`src/rtl/imem_load_ctrl.sv`:
```
// Instruction-memory port sequencer: arbitrates fetch reads against program-loader writes.
// Optional post-reset zero fill of the RAM is compiled in with IMEM_CLEAR_ON_RESET_EN.
module imem_load_ctrl #(
  parameter int DEPTH = 256,
  parameter int AW    = 8
) (
  input  logic          clk,
  input  logic          rst,
  input  logic          fetch_req,
  input  logic [31:0]   fetch_addr,
  output logic [31:0]   fetch_data,
  output logic          fetch_valid,
  output logic          cpu_stall,
  input  logic          load_start,
  input  logic          load_valid,
  input  logic          load_last,
  input  logic [31:0]   load_data,
  output logic          load_ready,
  output logic          load_done,
  output logic          load_err,
  output logic [AW:0]   load_count,
  output logic [AW-1:0] mem_addr,
  output logic          mem_we,
  output logic [31:0]   mem_wdata,
  input  logic [31:0]   mem_rdata
);

  typedef enum logic [1:0] {
    ST_RUN   = 2'd0,
    ST_LOAD  = 2'd1
`ifdef IMEM_CLEAR_ON_RESET_EN
    , ST_CLEAR = 2'd2
`endif
  } state_t;

`ifdef IMEM_CLEAR_ON_RESET_EN
  localparam state_t          RESET_STATE = ST_CLEAR;
  localparam logic            RESET_STALL = 1'b1;
  localparam logic [AW-1:0]   LAST_IDX    = AW'(DEPTH - 1);
`else
  localparam state_t          RESET_STATE = ST_RUN;
  localparam logic            RESET_STALL = 1'b0;
`endif
  localparam logic [AW:0]     DEPTH_CNT   = (AW + 1)'(DEPTH);

  state_t        state_q, state_d;
  logic [AW-1:0] wptr_q, wptr_d;
  logic [AW:0]   load_count_q, load_count_d;
  logic          load_err_q, load_err_d;
  logic          load_done_q, load_done_d;
  logic          load_ready_q, load_ready_d;
  logic          fetch_valid_q, fetch_valid_d;
  logic          cpu_stall_q, cpu_stall_d;
  logic [AW-1:0] addr_hold_q, addr_hold_d;
`ifdef IMEM_CLEAR_ON_RESET_EN
  logic [AW-1:0] clr_idx_q, clr_idx_d;
`endif

  logic          handshake_s;
  logic          full_s;
  logic          mem_we_s;
  logic [AW-1:0] mem_addr_s;
  logic [31:0]   mem_wdata_s;
  logic          unused_fetch_bits_s;

  assign unused_fetch_bits_s = &{1'b0, fetch_addr[31:AW+2], fetch_addr[1:0]};
  assign handshake_s = load_ready_q & load_valid;
  assign full_s      = (load_count_q == DEPTH_CNT);

  // Next-state, pointer, counter and status computation
  always_comb begin
    state_d      = state_q;
    wptr_d       = wptr_q;
    load_count_d = load_count_q;
    load_err_d   = load_err_q;
    load_done_d  = 1'b0;
`ifdef IMEM_CLEAR_ON_RESET_EN
    clr_idx_d    = clr_idx_q;
`endif
    case (state_q)
      ST_RUN: begin
        if (load_start) begin
          state_d      = ST_LOAD;
          wptr_d       = '0;
          load_count_d = '0;
          load_err_d   = 1'b0;
        end else begin
          state_d = ST_RUN;
        end
      end
      ST_LOAD: begin
        if (handshake_s) begin
          // Past DEPTH words the data is consumed but never written.
          if (full_s) begin
            load_err_d = 1'b1;
          end else begin
            wptr_d       = wptr_q + AW'(1);
            load_count_d = load_count_q + (AW + 1)'(1);
          end
          if (load_last) begin
            state_d     = ST_RUN;
            load_done_d = 1'b1;
          end else begin
            state_d = ST_LOAD;
          end
        end else begin
          state_d = ST_LOAD;
        end
      end
`ifdef IMEM_CLEAR_ON_RESET_EN
      ST_CLEAR: begin
        clr_idx_d = clr_idx_q + AW'(1);
        if (clr_idx_q == LAST_IDX) begin
          state_d = ST_RUN;
        end else begin
          state_d = ST_CLEAR;
        end
      end
`endif
      default: begin
        state_d = ST_RUN;
      end
    endcase
    fetch_valid_d = (state_q == ST_RUN) && fetch_req;
    cpu_stall_d   = (state_d != ST_RUN);
    load_ready_d  = (state_d == ST_LOAD);
  end

  // RAM port mux; forced idle while reset is asserted so it reads as reset values
  always_comb begin
    mem_we_s    = 1'b0;
    mem_addr_s  = addr_hold_q;
    mem_wdata_s = '0;
    if (rst) begin
      mem_addr_s = '0;
    end else begin
      case (state_q)
        ST_RUN: begin
          if (fetch_req) begin
            mem_addr_s = fetch_addr[AW+1:2];
          end else begin
            mem_addr_s = addr_hold_q;
          end
        end
        ST_LOAD: begin
          if (handshake_s) begin
            mem_addr_s  = wptr_q;
            mem_we_s    = ~full_s;
            mem_wdata_s = full_s ? 32'h0000_0000 : load_data;
          end else begin
            mem_addr_s = addr_hold_q;
          end
        end
`ifdef IMEM_CLEAR_ON_RESET_EN
        ST_CLEAR: begin
          mem_we_s   = 1'b1;
          mem_addr_s = clr_idx_q;
        end
`endif
        default: begin
          mem_addr_s = addr_hold_q;
        end
      endcase
    end
    addr_hold_d = mem_addr_s;
  end

  // State and registered-output flops
  always_ff @(posedge clk or posedge rst) begin
    if (rst) begin
      state_q       <= RESET_STATE;
      wptr_q        <= '0;
      load_count_q  <= '0;
      load_err_q    <= 1'b0;
      load_done_q   <= 1'b0;
      load_ready_q  <= 1'b0;
      fetch_valid_q <= 1'b0;
      cpu_stall_q   <= RESET_STALL;
      addr_hold_q   <= '0;
`ifdef IMEM_CLEAR_ON_RESET_EN
      clr_idx_q     <= '0;
`endif
    end else begin
      state_q       <= state_d;
      wptr_q        <= wptr_d;
      load_count_q  <= load_count_d;
      load_err_q    <= load_err_d;
      load_done_q   <= load_done_d;
      load_ready_q  <= load_ready_d;
      fetch_valid_q <= fetch_valid_d;
      cpu_stall_q   <= cpu_stall_d;
      addr_hold_q   <= addr_hold_d;
`ifdef IMEM_CLEAR_ON_RESET_EN
      clr_idx_q     <= clr_idx_d;
`endif
    end
  end

  assign fetch_data  = mem_rdata;
  assign fetch_valid = fetch_valid_q;
  assign cpu_stall   = cpu_stall_q;
  assign load_ready  = load_ready_q;
  assign load_done   = load_done_q;
  assign load_err    = load_err_q;
  assign load_count  = load_count_q;
  assign mem_addr    = mem_addr_s;
  assign mem_we      = mem_we_s;
  assign mem_wdata   = mem_wdata_s;

endmodule

```
`config.mk`:
```
export PLATFORM = sky130hd
export DESIGN_NAME = imem_load_ctrl
export DESIGN_NICKNAME = d
export VERILOG_FILES = /design/src/rtl/imem_load_ctrl.sv
export SDC_FILE = /design/constraint.sdc
export NUM_CORES = 1
export LEC_CHECK = 0
export BUFFER_PORTS_ARGS = -buffer_cell sky130_fd_sc_hd__buf_2
export CAP_MARGIN = 20
export CELL_PAD_IN_SITES_DETAIL_PLACEMENT = 1
export CELL_PAD_IN_SITES_GLOBAL_PLACEMENT = 1
export CORE_UTILIZATION = 25
export DETAILED_ROUTE_END_ITERATION = 10
export PLACE_DENSITY_LB_ADDON = 0.1
export RECOVER_POWER = 25
export REMOVE_ABC_BUFFERS = 1
export SLEW_MARGIN = 10
export SYNTH_ARGS = -nofsm -noshare
export SYNTH_HDL_FRONTEND = slang
export SYNTH_SLANG_ARGS = --single-unit
```
`constraint.sdc`:
```
create_clock -name clk -period 1.93 [get_ports clk]
set_clock_uncertainty 0.2 [all_clocks]
set_input_delay 0 -clock clk [delete_from_list [all_inputs] [get_ports clk]]
set_output_delay 0 -clock clk [all_outputs]
set_load 0.03 [all_outputs]
```
## Yosys cells after proc, flatten, opt, wreduce, memory -nomap -nowiden

Index checks and enable logic that the tools add are counted.

- Mux-type cells: 30
- Reductions and logical operators: 6
- Equality and inequality tests: 7
- Bitwise gates (word level): 2
- Add/subtract/negate cells: 2

Operators by type and width:

| kind | count |
|---|---|
| $mux 32 | 4 |
| $mux 8 | 6 |
| $pmux 8 s2 | 2 |
| $mux 9 | 3 |
| $pmux 9 s2 | 1 |
| $mux 1 | 11 |
| $add 9x1->9 const B | 1 |
| $eq 9x9->1 const B | 1 |
| $add 8x1->8 const B | 1 |
| $ne 2x2->1 const B | 4 |
| $reduce_and 4->1 | 2 |
| $eq 2x1->1 const B | 2 |
| $pmux 2 s2 | 1 |
| $reduce_bool 2->1 | 2 |
| $logic_not 2->1 | 1 |
| $mux 2 | 1 |
| $pmux 1 s2 | 1 |
| $and 1x1->1 | 1 |
| $logic_and 1x1->1 | 1 |
| $not 1->1 | 1 |

- Register bits: 32
- Input bits: 102
- Word-level logic and storage cells: 56

## Depth between registers and ports, before layout

- Depth after elaboration: 5
- Depth in mapped cells: 7
- Depth with buffers taken out: 6

## Least setup slack after synthesis

Ideal clock, no wire load.

- Path type: reg2reg
- Start point: register, netlist name cpu_stall
- End point: register addr_hold_q[0]
- Cell stages (with the launch flop): 5
- Slack: -0.400 ns
- Setup time: 0.212 ns
- Data required time: 1.518 ns
- Arrival: 1.918 ns
- Path buffers: 2
- Period minus slack after synthesis: 2.330 ns
- Cells stage by stage: dfrtp_1 clkbuf_1 clkbuf_1 a211oi_1 a211oi_1

RTL lines:

| element | RTL line | text |
|---|---|---|
| to (signal assigned) | 192 | `addr_hold_q <= addr_hold_d;` |
| to (decl) | 54 | `logic [AW-1:0] addr_hold_q, addr_hold_d;` |

## Worst setup path after layout

- Start point: register load_count_q[0], in the netlist load_count[0]
- End point: output mem_wdata[1]

- Cells in the longest elaborated chain, start to end: 5

Ends and longest elaborated chain:

| element | RTL line | text |
|---|---|---|
| from (decl) | 48 | `logic [AW:0] load_count_q, load_count_d;` |
| from (signal assigned) | 186 | `load_count_q <= load_count_d;` |
| $eq 9x9->1 | 68 | `assign full_s = (load_count_q == DEPTH_CNT);` |
| $mux 32 | 149 | `mem_wdata_s = full_s ? 32'h0000_0000 : load_data;` |
| $mux 32 | 146 | `if (handshake_s) begin` |
| $mux 32 | 137 | `case (state_q)` |
| $mux 32 | 134 | `if (rst) begin` |
| to (decl) | 24 | `output logic [31:0] mem_wdata,` |

No other way between the ends.

==> results by group <==
Placed design
  • Placement Cell Area: 2510 sq um
  • RD Place Congestion: 0.704
  • Detailed placer's ending HPWL: 5.46 mm
  • IO Port Bufs: 100
  • Dpl cells: 399

Drt
  • DR vias/cell: 4.88
  • Drt pass-1 iters: 4
  • Iter 0 DRT Violations: 98
  • Post-route DRC: 0
  • Routed via count: 2315
  • Routed Antenna Nets: 0
  • Post-Route WL: 9.51 mm
  • Wire length per cell: 20.1 microns

Clock tree
  • CTS tree: done
  • Worst-Skew Late Latency: 0.29 ns
  • Clock sinks: 29
  • Clock Pin Slew Worst Setup and Hold Paths: 0.07 ns
  • Clock Tree Buf Depth: 2
  • Root Driver: clkbuf_8
  • Num CTS Buffers: 5
  • H-tree depth: 2

Run status
  • Violated checks: negative setup slack
  • Outcome: finished with violations

Flow run
  • Maximum capacitance violations: 0

Critical path
  • R2R cell count: 8
  • Reg-to-reg startpoint: load_count[0]
  • Critical path arrival: 1.87 ns
  • Critical path class: reg -> out
  • R2R Path End: load_count[5]
  • Worst Setup Start Kind: flop
  • Worst setup EP type: output port
  • Reg2reg setup slack: -0.09 ns
  • Crit Path Max Fanout: 6
  • Critical Path RT: 1.73 ns

Synthesis
  • Xor/xnor share of the synthesized area: 0.424%
  • Simple-gate share of the synthesized area: 26.7%
  • Fraction of synthesized cell area taken by the top area cell type: 35.2%
  • Warnings, synthesis: 0
  • Synth Area in Adders: 1.82%
  • Post-synthesis register bit count: 29
  • Post-synthesis mux area share: 7.27%
  • Largest family of logic cells by synthesized area: simple AND/OR/NAND/NOR gates
  • Mapped Avg Cell Area: 9.09 sq um
  • Sequential cell area fraction in the yosys report: 35.2%
  • Distinct cells, synth: 34
  • Area contributors post-synth: dfrtp_1 35%, buf_4 12%, and3_1 11%, mux2i_1 7.3%, a211oi_1 6.2%
  • Mapped Area: 2060 sq um
  • Leading area contributor after synthesis: dfrtp_1
  • Compound-cell area share of the yosys netlist: 11.9%
  • Cells after Synth: 227

Timing
  • Actual slew at the worst max-slew pin: 0.908 ns
  • Final Hold Viols: 0
  • RSZ-0062 raised after global routing: true
  • Post-route minimum period: 2.07 ns
  • Fin crit share: 107%
  • F_max: 484 MHz
  • Fin Hold WS: 0.0463 ns
  • Setup-failing EPs final: 38
  • Setup WS post-layout: -0.136 ns
  • Max Slew Vio Count: 0
  • Setup_tns: -3.90 ns
  • Max-slew headroom: 39.1%

Layout
  • Nets: 475
  • Finished Layout Cells: 474
  • Layout cell share with drive strength beyond 1: 51.8%
  • Area grow syn2layout: 79.0%
  • Final core occ: 47.1%
  • Cell area after layout: 3700 sq um

Floorplanning
  • Die ar.: 8630 sq um
  • # IOs: 189
  • Starting density of the core: 26.3%
  • Core Box Area: 7850 sq um
  • Num rows: 32
  • Die width: 92.9 microns
  • Die Height: 92.9 microns

GRT
  • Initial antenna violation count: 1
  • Number of global-route vias before repair: 2241
  • Remaining Overflow, GRT: 0
  • First-pass GRT wire length: 13.1 mm
  • Largest net degree at the start of global routing: 36
  • Tot GR Track Use: 20.4%

Power and ir drop
  • Pwr/cell area: 716 nW/um^2
  • Max IR drop VDD: 353 uV
  • Leakage: 1.82 nW

Worst hold path
  • Hold path startpoint: fetch_addr[7]
  • Hold path depth: 3
  • Worst hold endpoint: addr_hold_q[5]
  • Tightest Hold Check Type: in -> reg
-- routing by layer --
metal	track usage [%]	up-vias	share of wire, %
met5	1.92	-	0
met4	5.77	0	1.3
met2	32.5	102	48
met3	5.67	8	5.9
li1	-	1067	-
met1	26.5	1138	44
-- power breakdown --
part | internal (mW) | switching (mW)
Sequential | 0.707 | 0.104
Combinational | 0.584 | 0.756
Clock | 0.250 | 0.245
-- sequential cells by signal, summed over array words and instances, names as in the netlist --
name         flops
load_count       9
addr_hold_q      8
wptr_q           8
cpu_stall        1
fetch_valid      1
load_done        1
load_err         1
-- cell usage after synthesis (all sizes together) --
library cell	instances
nor3	1
a211oi	17
nand4	5
o211ai	1
a311o	1
nand2	22
clkbuf	10
buf	38
a21o	1
nand3	10
ha	3
nor4b	2
nor4	1
a32o	2
a31oi	2
xor2	1
nor2	3
inv	5
o21ai	2
nor2b	9
and3	36
a21oi	6
mux2i	15
and4	1
or3	1
o41ai	1
and2	2
dfrtp	29
-- worst max-delay path by stage --
| stage | start | endpoint | slack [ns] |
|---|---|---|---|
| 5_1_grt | load_count[0] | mem_wdata[1] | -0.21 |
| 3_3_place_gp | load_count[0] | wptr_q[4] | 0.12 |
| 2_1_floorplan | cpu_stall | wptr_q[7] | -0.72 |
| 6_report | load_count[0] | mem_wdata[1] | -0.14 |
| 4_1_cts | load_count[0] | mem_wdata[22] | -0.09 |
| 3_5_place_dp | load_count[0] | wptr_q[7] | 0.11 |
-- area by class of cell --
type | instances | area (sq um)
clock inverter | 2 | 10.0
multi-input combinational | 145 | 1200
tap | 102 | 128
fill | 888 | 4150
clock buffer | 6 | 72.6
timing repair buffer | 184 | 1530
sequential | 29 | 727
inverter | 5 | 18.8
antenna | 1 | 2.50
-- stage by stage --
stage | power [mW] | worst slack, ns
after detailed placement | 1.74 | 0.110
after CTS | 2.54 | -0.0913
after global placement | 1.74 | 0.125
after global routing | 2.80 | -0.207
after floorplan | 1.35 | -0.717
final | 2.64 | -0.136
-- cell usage in the layout (no fill, tap or decap), drive strengths merged, types with 2 or more instances in the layout --
master / count
dlygate4sd3: 47
buf: 135
nor2b: 9
dfrtp: 29
a211oi: 17
a32o: 2
a21oi: 6
and3: 36
nand3: 10
nor4b: 2
a31oi: 2
and2: 2
clkinv: 3
nor2: 3
nand2: 22
mux2i: 15
nand4: 5
inv: 4
ha: 3
o21ai: 2
clkbuf: 8
-- cells by family after synthesis --
kind of cell	after synthesis
AO/OA/AOI/OAI	33
XOR/XNOR	1
adder cells (fa/ha/maj)	3
buffers and inverters	53
flip-flops	29
multiplexers	15
AND/OR/NAND/NOR	93
-- what timing repair did --
item | 4_1_cts | 5_1_grt
endpoints found under the setup margin | 33 | 48
buffers inserted | 9 | 7
hold endpoints to repair | 47 | 0
gates cloned | 2 | 2
hold buffers | 47 | 0
pin swaps | 3 | 36
resized for setup | 68 | 66
-- critical path, stage by stage, from the launching register on --
cell and delay (ns):
dfrtp_1 0.39, inv_1 0.06, ha_2 0.16, nor4b_4 0.30
a21oi_4 0.16, buf_6 0.16, and3_1 0.19, buf_6 0.14
No activity file was read; power rests on OpenSTA's default activity.
